--- src/rtl/spi_xfer_sequencer_if.sv ---
// spi_xfer_sequencer_if
// Control/status bundle between the APB SPI register block and the
// transfer sequencer.
//   master modport : register-side driver (mode, master enable, request,
//                    divisor, optional abort); observes ss/tip/xfer_en and
//                    the completion/overrun pulses.
//   slave modport  : the sequencer itself.
// The abort signal exists only when SPI_SEQ_ABORT_EN is defined.
interface spi_xfer_sequencer_if;
    logic [1:0] spi_mode;
    logic       spiswai;
    logic       mstr;
    logic       send_data;
    logic [7:0] BaudRateDivisor;
`ifdef SPI_SEQ_ABORT_EN
    logic       abort;
`endif
    logic       ss;
    logic       tip;
    logic       xfer_en;
    logic       receive_data;
    logic       overrun;

`ifdef SPI_SEQ_ABORT_EN
    modport master (output spi_mode, spiswai, mstr, send_data, BaudRateDivisor, abort,
                    input  ss, tip, xfer_en, receive_data, overrun);
    modport slave  (input  spi_mode, spiswai, mstr, send_data, BaudRateDivisor, abort,
                    output ss, tip, xfer_en, receive_data, overrun);
`else
    modport master (output spi_mode, spiswai, mstr, send_data, BaudRateDivisor,
                    input  ss, tip, xfer_en, receive_data, overrun);
    modport slave  (input  spi_mode, spiswai, mstr, send_data, BaudRateDivisor,
                    output ss, tip, xfer_en, receive_data, overrun);
`endif
endinterface

--- src/rtl/spi_xfer_sequencer.sv ---
// spi_xfer_sequencer
// Frames a one-cycle send_data request into an SPI transfer: pulls ss low
// (which also enables the baud generator), times setup, data phase and
// hold, and reports completion. Holds one queued request and flags
// overrun when a further request arrives. Freezes in stop mode and in wait
// mode with spiswai set.
// Ports:
//   PCLK     : system clock, rising edge
//   PRESETn  : asynchronous active-low reset
//   bus      : spi_xfer_sequencer_if.slave (spi_mode, spiswai, mstr,
//              send_data, BaudRateDivisor in; ss, tip, xfer_en,
//              receive_data, overrun out; all outputs registered)
// Optional: define SPI_SEQ_ABORT_EN to add bus.abort, which returns the
// sequencer to IDLE and discards any queued request.
//
// state   | meaning
// --------+------------------------------------------------------------
// S_IDLE  | ss high; waits for send_data or a queued request
// S_SETUP | ss low; SETUP_CYCLES before the first SCLK window
// S_XFER  | xfer_en high; div*DATA_BITS cycles of data phase
// S_HOLD  | receive_data in first cycle; HOLD_CYCLES before ss rises
module spi_xfer_sequencer #(
    parameter int DATA_BITS    = 8,
    parameter int SETUP_CYCLES = 2,
    parameter int HOLD_CYCLES  = 2
) (
    input  logic                 PCLK,
    input  logic                 PRESETn,
    spi_xfer_sequencer_if.slave  bus
);
    typedef enum logic [1:0] {
        S_IDLE  = 2'd0,
        S_SETUP = 2'd1,
        S_XFER  = 2'd2,
        S_HOLD  = 2'd3
    } state_t;

    localparam logic [12:0] BITS_W     = 13'(DATA_BITS);
    localparam logic [12:0] SETUP_LOAD = 13'(SETUP_CYCLES - 1);
    localparam logic [12:0] HOLD_LOAD  = 13'(HOLD_CYCLES - 1);

    state_t      state_q, state_d;
    logic [12:0] cnt_q, cnt_d;
    logic        pending_q, pending_d;
    logic        ss_q, tip_q, xfer_en_q, rx_q, ovr_q;
    logic        rx_d, ovr_d;
    logic        active;
    logic        abort_req;
    logic [12:0] div_w;
    logic [12:0] target_w;

    assign active = (bus.spi_mode == 2'b00) | ((bus.spi_mode == 2'b01) & ~bus.spiswai);

`ifdef SPI_SEQ_ABORT_EN
    assign abort_req = bus.abort;
`else
    assign abort_req = 1'b0;
`endif

    // Divisors below 2 cannot form an SCLK period, so they are clamped.
    assign div_w    = (bus.BaudRateDivisor < 8'd2) ? 13'd2 : {5'd0, bus.BaudRateDivisor};
    assign target_w = div_w * BITS_W;

    always_comb begin
        state_d   = state_q;
        cnt_d     = cnt_q;
        pending_d = pending_q;
        rx_d      = 1'b0;
        ovr_d     = 1'b0;

        // Request queue. In IDLE while active the request starts directly
        // below instead of being queued.
        if (!bus.mstr) begin
            pending_d = 1'b0;
        end else if (bus.send_data) begin
            if (state_q == S_IDLE) begin
                if (!active) pending_d = 1'b1;
            end else if (!pending_q) begin
                pending_d = 1'b1;
            end else begin
                ovr_d = active;
            end
        end

        // Counters are loaded with length-1 and the phase ends at zero.
        if (active) begin
            case (state_q)
                S_IDLE: begin
                    if ((bus.send_data | pending_q) & bus.mstr) begin
                        state_d   = S_SETUP;
                        cnt_d     = SETUP_LOAD;
                        pending_d = 1'b0;
                    end
                end
                S_SETUP: begin
                    if (cnt_q == 13'd0) begin
                        state_d = S_XFER;
                        cnt_d   = target_w - 13'd1;
                    end else begin
                        cnt_d = cnt_q - 13'd1;
                    end
                end
                S_XFER: begin
                    if (cnt_q == 13'd0) begin
                        state_d = S_HOLD;
                        cnt_d   = HOLD_LOAD;
                        rx_d    = 1'b1;
                    end else begin
                        cnt_d = cnt_q - 13'd1;
                    end
                end
                S_HOLD: begin
                    if (cnt_q == 13'd0) begin
                        state_d = S_IDLE;
                        cnt_d   = 13'd0;
                    end else begin
                        cnt_d = cnt_q - 13'd1;
                    end
                end
                default: begin
                    state_d = S_IDLE;
                    cnt_d   = 13'd0;
                end
            endcase
        end

        // Abort outranks everything, including a same-cycle request.
        if (abort_req) begin
            state_d   = S_IDLE;
            cnt_d     = 13'd0;
            pending_d = 1'b0;
            rx_d      = 1'b0;
            ovr_d     = 1'b0;
        end
    end

    always_ff @(posedge PCLK or negedge PRESETn) begin
        if (!PRESETn) begin
            state_q   <= S_IDLE;
            cnt_q     <= 13'd0;
            pending_q <= 1'b0;
            ss_q      <= 1'b1;
            tip_q     <= 1'b0;
            xfer_en_q <= 1'b0;
            rx_q      <= 1'b0;
            ovr_q     <= 1'b0;
        end else begin
            state_q   <= state_d;
            cnt_q     <= cnt_d;
            pending_q <= pending_d;
            ss_q      <= (state_d == S_IDLE);
            tip_q     <= (state_d != S_IDLE);
            xfer_en_q <= (state_d == S_XFER);
            rx_q      <= rx_d;
            ovr_q     <= ovr_d;
        end
    end

    assign bus.ss           = ss_q;
    assign bus.tip          = tip_q;
    assign bus.xfer_en      = xfer_en_q;
    assign bus.receive_data = rx_q;
    assign bus.overrun      = ovr_q;
endmodule

--- src/flat_wrapper.sv ---
// flat-port wrapper written by rule: the top's interface ports become plain ports
module spi_xfer_sequencer_flat 
#(
    parameter int DATA_BITS    = 8,
    parameter int SETUP_CYCLES = 2,
    parameter int HOLD_CYCLES  = 2
)
  (PCLK, PRESETn, bus_spi_mode, bus_spiswai, bus_mstr, bus_send_data, bus_BaudRateDivisor, bus_ss, bus_tip, bus_xfer_en, bus_receive_data, bus_overrun);
  spi_xfer_sequencer_if bus_i ();
  input  logic PCLK;
  input  logic PRESETn;
  input wire logic [$bits(bus_i.spi_mode)-1:0] bus_spi_mode;
  input wire logic [$bits(bus_i.spiswai)-1:0] bus_spiswai;
  input wire logic [$bits(bus_i.mstr)-1:0] bus_mstr;
  input wire logic [$bits(bus_i.send_data)-1:0] bus_send_data;
  input wire logic [$bits(bus_i.BaudRateDivisor)-1:0] bus_BaudRateDivisor;
  output wire logic [$bits(bus_i.ss)-1:0] bus_ss;
  output wire logic [$bits(bus_i.tip)-1:0] bus_tip;
  output wire logic [$bits(bus_i.xfer_en)-1:0] bus_xfer_en;
  output wire logic [$bits(bus_i.receive_data)-1:0] bus_receive_data;
  output wire logic [$bits(bus_i.overrun)-1:0] bus_overrun;
  assign bus_i.spi_mode = bus_spi_mode;
  assign bus_i.spiswai = bus_spiswai;
  assign bus_i.mstr = bus_mstr;
  assign bus_i.send_data = bus_send_data;
  assign bus_i.BaudRateDivisor = bus_BaudRateDivisor;
  assign bus_ss = bus_i.ss;
  assign bus_tip = bus_i.tip;
  assign bus_xfer_en = bus_i.xfer_en;
  assign bus_receive_data = bus_i.receive_data;
  assign bus_overrun = bus_i.overrun;
  spi_xfer_sequencer #(.DATA_BITS(DATA_BITS), .SETUP_CYCLES(SETUP_CYCLES), .HOLD_CYCLES(HOLD_CYCLES)) u_core (.PCLK(PCLK), .PRESETn(PRESETn), .bus(bus_i));
endmodule
--- config.mk ---
export PLATFORM = sky130hd
export DESIGN_NAME = spi_xfer_sequencer_flat
export DESIGN_NICKNAME = d
export VERILOG_FILES = /design/src/rtl/spi_xfer_sequencer_if.sv /design/src/rtl/spi_xfer_sequencer.sv /design/src/flat_wrapper.sv
export SDC_FILE = /design/constraint.sdc
export NUM_CORES = 1
export LEC_CHECK = 0
export CORE_MARGIN = 4
export CORE_UTILIZATION = 55
export DETAILED_ROUTE_END_ITERATION = 8
export GPL_ROUTABILITY_DRIVEN = 0
export GPL_TIMING_DRIVEN = 0
export HOLD_SLACK_MARGIN = 0.1
export PLACE_DENSITY = 0.86
export SLEW_MARGIN = 10
export SYNTH_ARGS = -nofsm -noshare
export SYNTH_HDL_FRONTEND = slang
export SYNTH_SLANG_ARGS = --single-unit
--- constraint.sdc ---
create_clock -name PCLK -period 4 [get_ports PCLK]
set_input_delay 0.4 -clock PCLK [delete_from_list [all_inputs] [get_ports PCLK]]
set_output_delay 0.4 -clock PCLK [all_outputs]
set_load 0.1 [all_outputs]
==> impl_metrics.env, run 1 <==
export IMPL_outcome="finished, final reports clean"
export IMPL_grt_first_pass_wirelength_mm=5.87
export IMPL_synth_avg_cell_area_um2=8.46
export IMPL_whs_path_depth=1
export IMPL_cts_sinks=21
export IMPL_fin_crit_sh=0.710
export IMPL_clk_latency_ps=320
export IMPL_numCtsBuffers=3
export IMPL_syn_to_final_growth_pct=19.5
export IMPL_p_leak_nw=0.600
export IMPL_route_vias_total=1339
export IMPL_synthCells=153
export IMPL_ys_ff_latch=21
export IMPL_post_cts_resized=0
export IMPL_grt_max_degree=22
export IMPL_worstReg2RegEnd="u_core.cnt_q[6]"
export IMPL_worst_path_max_fanout=3
export IMPL_io_pins=20
export IMPL_dp_cells=200
export IMPL_fmax_mhz=352
export IMPL_instances_no_fill=204
export IMPL_syn_nets=170
export IMPL_initial_core_util=0.579
export IMPL_wl_per_cell_um=16.8
export IMPL_io_buffers=19
export IMPL_drv_slew=0
export IMPL_post_cts_buffers=0
export IMPL_critPathArrivalTime_ps=3060
export IMPL_synth_edf_count=0
export IMPL_core_area_um2=2230
export IMPL_synthArstFlopShare=1.00
export IMPL_rows=17
export IMPL_clk_path_buf_depth=2
export IMPL_fin_skew_ps=4.80
export IMPL_required_ps=4220
export IMPL_totalWireLength_mm=3.44
export IMPL_reg2reg_from="u_core.cnt_q[0]"
export IMPL_slowest_delay_ps=580
export IMPL_regToRegSetupSlack_ps=1530
export IMPL_hp_start="u_core.cnt_q[1]"
export IMPL_nFillCells=183
export IMPL_drive_above_1_share=0.0511
export IMPL_cp_start_kind="input port"
export IMPL_p_total_mw=1.01
export IMPL_path_clk_slew_ps=120
export IMPL_die_y_um=56.5
export IMPL_yosysSeqAreaShare=0.407
export IMPL_ys_warn_count=0
export IMPL_drt_iter0_markers=133
export IMPL_cts_root_buf="clkbuf_4"
export IMPL_holdPathEnd="u_core.cnt_q[1]"
export IMPL_synth_flop_cell="dfrtp_1"
export IMPL_hold_class="reg2reg"
export IMPL_syn_area_um2=1290
export IMPL_tns_ps=0
export IMPL_chipWidth_um=56.5
export IMPL_path_class="in2reg"
export IMPL_layout_nets=194
export IMPL_maxCapViolations=0
export IMPL_cp_end_kind="flop"
export IMPL_cts_tree="done"
export IMPL_yosysUniqueCellTypes=42
export IMPL_num_antenna_cells=0
export IMPL_hold_viol_final=0
export IMPL_vias_per_cell=6.56
export IMPL_final_antenna_net_count=0
export IMPL_drcViolationCount=0
export IMPL_rsz0062_at_grt="no"
export IMPL_track_usage=0.233
export IMPL_antenna_found_initial=0
export IMPL_p_per_area_nw_per_um2=650
export IMPL_crit_chain="clkdlybuf4s50_1 > or4_1 > o41ai_1 > ha_1 > nand2_1 > nor3_1 > xor2_1 > a221o_1"
export IMPL_relSlewSlack=0.343
export IMPL_cpLargestDelayFamily="compound AO/OA/AOI/OAI gates"
export IMPL_setup_violations_final=0
export IMPL_slowest_stage="or4_1"
export IMPL_period_minus_slack_ps=2840
export IMPL_postCtsHoldBufs=0
export IMPL_tightest_slew_ps=982
export IMPL_reg2regPathDepth=8
export IMPL_critical_path_buf_inv_count=1
export IMPL_ir_worst_vdd_v=0.000503
export IMPL_dr_pass1_iters=5
export IMPL_dpl_hpwl_mm=2.56
export IMPL_grt_ovfl_total=0
export IMPL_ctsHtreeMaxLevel=1
export IMPL_grt_pass1_vias=1323
export IMPL_die_area_um2=3190
[metal layers]
layer  GRT usage  routed length [um]  share of wire  vias up
li1            -                   -              -      622
met1       0.290                1350           0.39      605
met2       0.373                1610           0.47       93
met3      0.0437                 360           0.10       19
met4       0.136                 123          0.036        0
met5           0                   0              0        -
[report_power, final]
part,internal [mW],switching [mW],total [mW]
clock network,0.0375,0.0700,0.107
logic,0.191,0.348,0.539
registers,0.290,0.0691,0.359
[worst register-to-register path: cells and delay by family (launching register included)]
kind / cells / cell delay, ps
buffers and inverters: 2 / 380
AND/OR/NAND/NOR: 2 / 680
flip-flops: 1 / 450
adder cells (fa/ha/maj): 1 / 210
AO/OA/AOI/OAI: 3 / 630
[flip-flops by register name, summed over array words and instances (netlist names)]
register                 cells
u_core.cnt_q                13
u_core.state_q               2
u_core.bus.overrun           1
u_core.bus.receive_data      1
u_core.bus.ss                1
u_core.bus.tip               1
u_core.bus.xfer_en           1
u_core.pending_q             1
[layout by cell type, fill, tap and decap left out, drive strengths merged, types with 2 or more instances in the layout]
cell,netlist,final
dfrtp,20,20
clkdlybuf4s50,0,19
nand2,16,16
nor2,15,15
nor3,13,13
a21oi,12,12
o21ai,10,10
clkbuf,7,10
inv,4,4
xnor2,4,4
a31oi,4,4
or3,4,4
o41ai,3,3
nor4,3,3
nand3,3,3
or4,3,3
o21a,2,2
a21o,2,2
nand2b,2,2
o22ai,2,2
o31ai,2,2
xor2,2,2
a221o,2,2
ha,2,2
or2,2,2
[kinds of logic (layout without fill, tap and decap cells)]
| group | count (synthesis) | in the layout | share of synthesized area |
|---|---|---|---|
| AND/OR/NAND/NOR | 65 | 65 | 0.251 |
| XOR/XNOR | 6 | 6 | 0.0406 |
| buffers and inverters | 11 | 34 | 0.0319 |
| flip-flops | 21 | 21 | 0.407 |
| adder cells (fa/ha/maj) | 3 | 3 | 0.0271 |
| AO/OA/AOI/OAI | 47 | 47 | 0.242 |
[cells in the mapped netlist (2+ instances only)]
cell	number	area share
o31ai_1	2	0.012
or4_1	2	0.012
a221o_1	2	0.015
a21o_1	2	0.012
a31oi_1	4	0.019
o41ai_1	3	0.020
dfrtp_1	20	0.39
nand3_1	3	0.012
xor2_1	2	0.014
or3_1	4	0.019
xnor2_1	4	0.027
nor2_1	15	0.044
nor4_1	3	0.015
ha_1	2	0.019
o21a_1	2	0.012
nand2_1	16	0.046
clkbuf_1	7	0.020
inv_1	4	0.012
nor3_1	13	0.050
a21oi_1	12	0.046
nand2b_1	2	0.0097
o22ai_1	2	0.0097
o21ai_0	8	0.031
[cell type report]
class	count	area, um^2	share of cell area
multi-input cells	121	726	0.469
flip-flops and latches	21	527	0.341
repair buffers	19	190	0.123
well taps	28	35.0	0.0227
plain buffers	7	26.3	0.0170
clock buffers	3	22.5	0.0146
inverters	4	15.0	0.00971
clock inverters	1	5.00	0.00324
[metrics by stage]
step / hold slack, ps / cell area (um^2) / setup slack [ps] / util
6_report: 567 / 1550 / 1160 / 0.692
5_1_grt: 592 / 1550 / 1030 / 0.692
4_1_cts: 556 / 1550 / 1190 / 0.692
3_5_place_dp: 538 / 1520 / 827 / 0.680
3_3_place_gp: 513 / 1520 / 907 / 0.680
2_1_floorplan: 104 / 1290 / 1670 / -
[how the worst max path moves through the flow]
stage	from	end	cells past startpoint
after floorplan	bus_BaudRateDivisor[7]	u_core.cnt_q[9]	7
after global placement	bus_BaudRateDivisor[6]	u_core.cnt_q[9]	8
after detailed placement	bus_BaudRateDivisor[6]	u_core.cnt_q[9]	8
after CTS	bus_BaudRateDivisor[6]	u_core.cnt_q[9]	8
after global routing	bus_BaudRateDivisor[5]	u_core.cnt_q[9]	8
final	bus_BaudRateDivisor[6]	u_core.cnt_q[9]	8
Power figures use the tool's default switching activity.
==> run 2: changes to the inputs <==
Settings changed: CORE_UTILIZATION 55 to 53, PLACE_DENSITY 0.86 to 0.84.
Clock period 4 ns to 2.8 ns, I/O delays scaled along.
==> run 2 against run 1 <==
Net effect:
- count of clock-buffer cells in the layout is 1 higher
- routed wire length is 2.0% lower
- total power is 42% higher
- final area hardly changed
- critical path depth stayed put
- worst setup slack worse by 1000 ps
- cell count stayed put
- clock skew is 1.5 ps lower
==> impl_metrics.env, run 2 (same netlist as run 1, synthesis figures left out) <==
export IMPL_outcome="finished, final reports clean"
export IMPL_grt_pass1_vias=1217
export IMPL_worstReg2RegEnd="u_core.cnt_q[2]"
export IMPL_drt_iter0_markers=84
export IMPL_cts_root_buf="clkbuf_4"
export IMPL_post_cts_buffers=0
export IMPL_die_area_um2=3300
export IMPL_layout_nets=194
export IMPL_seq_power_share=0.361
export IMPL_whs_ps=499
export IMPL_p_leak_nw=0.597
export IMPL_drcViolationCount=0
export IMPL_power_frac_clock=0.105
export IMPL_fin_util=0.679
export IMPL_fmax_mhz=375
export IMPL_final_antenna_net_count=0
export IMPL_totalWireLength_mm=3.37
export IMPL_top_register="u_core.cnt_q"
export IMPL_drive_above_1_share=0.0455
export IMPL_rows=17
export IMPL_seqCellArea_um2=527
export IMPL_p_per_area_nw_per_um2=921
export IMPL_initial_core_util=0.568
export IMPL_reg_top3="u_core.cnt_q x13, u_core.state_q x2"
export IMPL_chipWidth_um=57.4
export IMPL_final_cell_mix="dfrtp_1, clkdlybuf4s50_1, nand2_1"
export IMPL_fin_skew_ps=3.28
export IMPL_swShare=0.478
export IMPL_die_y_um=57.4
export IMPL_core_area_um2=2280
export IMPL_power_switching_uw=680
export IMPL_path_clk_slew_ps=120
export IMPL_track_usage=0.216
export IMPL_required_ps=3010
export IMPL_reg2reg_from="u_core.cnt_q[0]"
export IMPL_combPwrFrac=0.534
export IMPL_grt_first_pass_wirelength_mm=5.57
export IMPL_path_class="in2reg"
export IMPL_dr_pass1_iters=5
export IMPL_relSlewSlack=0.347
export IMPL_num_antenna_cells=0
export IMPL_maxCapViolations=0
export IMPL_vias_per_cell=6.43
export IMPL_multi_input_area_um2=726
export IMPL_wl_per_cell_um=16.5
export IMPL_antenna_found_initial=0
export IMPL_rsz0062_at_grt="no"
export IMPL_cp_start_kind="input port"
export IMPL_internal_power_uw=742
export IMPL_ctsHtreeMaxLevel=1
export IMPL_postCtsHoldBufs=0
export IMPL_reg2regPathDepth=8
export IMPL_period_minus_slack_ps=2670
export IMPL_syn_to_final_growth_pct=19.4
export IMPL_regToRegSetupSlack_ps=270
export IMPL_route_vias_total=1311
export IMPL_cts_tree="done"
export IMPL_nFillCells=171
export IMPL_tightest_slew_ps=976
export IMPL_clk_path_buf_depth=2
export IMPL_grt_ovfl_total=0
export IMPL_drv_slew=0
export IMPL_io_buffers=19
export IMPL_critPathArrivalTime_ps=2870
export IMPL_worst_path_max_fanout=3
export IMPL_dpl_hpwl_mm=2.45
export IMPL_startpoint="bus_BaudRateDivisor[6]"
export IMPL_clk_latency_ps=310
export IMPL_grt_max_degree=22
export IMPL_cp_end_kind="flop"
export IMPL_largest_register_ff_count=13
export IMPL_layout_commonest_cell="dfrtp_1"
export IMPL_numCtsBuffers=3
export IMPL_hold_viol_final=0
export IMPL_post_cts_resized=0
export IMPL_setup_violations_final=0
export IMPL_cts_sinks=21
export IMPL_fin_crit_sh=0.952
export IMPL_io_pins=20
export IMPL_ir_worst_vdd_v=0.000611
export IMPL_hold_class="in2async"
run 2: cell count changes in the layout (fill, tap and decap cells not counted), sizes merged:
cell and delta:
clkbuf +1, clkinv -1
run 2: area by class of cell:
class / count / area share
Multi-Input combinational cell: 121 / 0.470
Sequential cell: 21 / 0.341
Timing Repair Buffer: 19 / 0.123
Tap cell: 28 / 0.0227
Clock buffer: 4 / 0.0170
Buffer: 7 / 0.0170
Inverter: 4 / 0.00972
run 2: stage by stage:
stage	worst slack, ps	area [um^2]	instances	TNS [ps]	power, mW
after floorplan	588	1290	153	0	1.06
after global placement	-125	1520	200	-125	1.23
after detailed placement	-129	1520	200	-129	1.26
after CTS	142	1550	204	0	1.40
after global routing	26.7	1550	204	0	1.53
final	135	1550	204	0	1.42
run 2: power groups by stage:
stage | clock network, mW | logic [mW] | registers [mW]
after floorplan | 0 | 0.465 | 0.598
after global routing | 0.163 | 0.836 | 0.529
after global placement | 0 | 0.725 | 0.508
after detailed placement | 0 | 0.744 | 0.515
after CTS | 0.150 | 0.746 | 0.509
final | 0.149 | 0.760 | 0.513
run 2: worst max-delay path, cell delays in order:
cell and delay [ps]:
clkdlybuf4s50_1 450, or4_1 590, o41ai_1 500, ha_1 310, nand2_1 100, nor3_1 180, xor2_1 110, a221o_1 350
run 2: how the worst max path moves through the flow:
stage,endpoint,cells past startpoint
2_1_floorplan,u_core.cnt_q[9],7
3_3_place_gp,u_core.cnt_q[9],8
3_5_place_dp,u_core.cnt_q[9],8
4_1_cts,u_core.cnt_q[9],8
5_1_grt,u_core.cnt_q[9],8
6_report,u_core.cnt_q[9],8
run 2: layer usage:
metal / share of wire / up-vias / track usage
li1: - / 621 / -
met1: 0.42 / 593 / 0.301
met2: 0.45 / 79 / 0.316
met3: 0.098 / 18 / 0.0498
met4: 0.032 / 0 / 0.0993
met5: 0 / - / 0
==> run 3: changes to the inputs <==
Settings changed: SLEW_MARGIN 10 to 20.
==> results of run 3 <==
Final layout, timing and power as in run 2 (identical DEF).
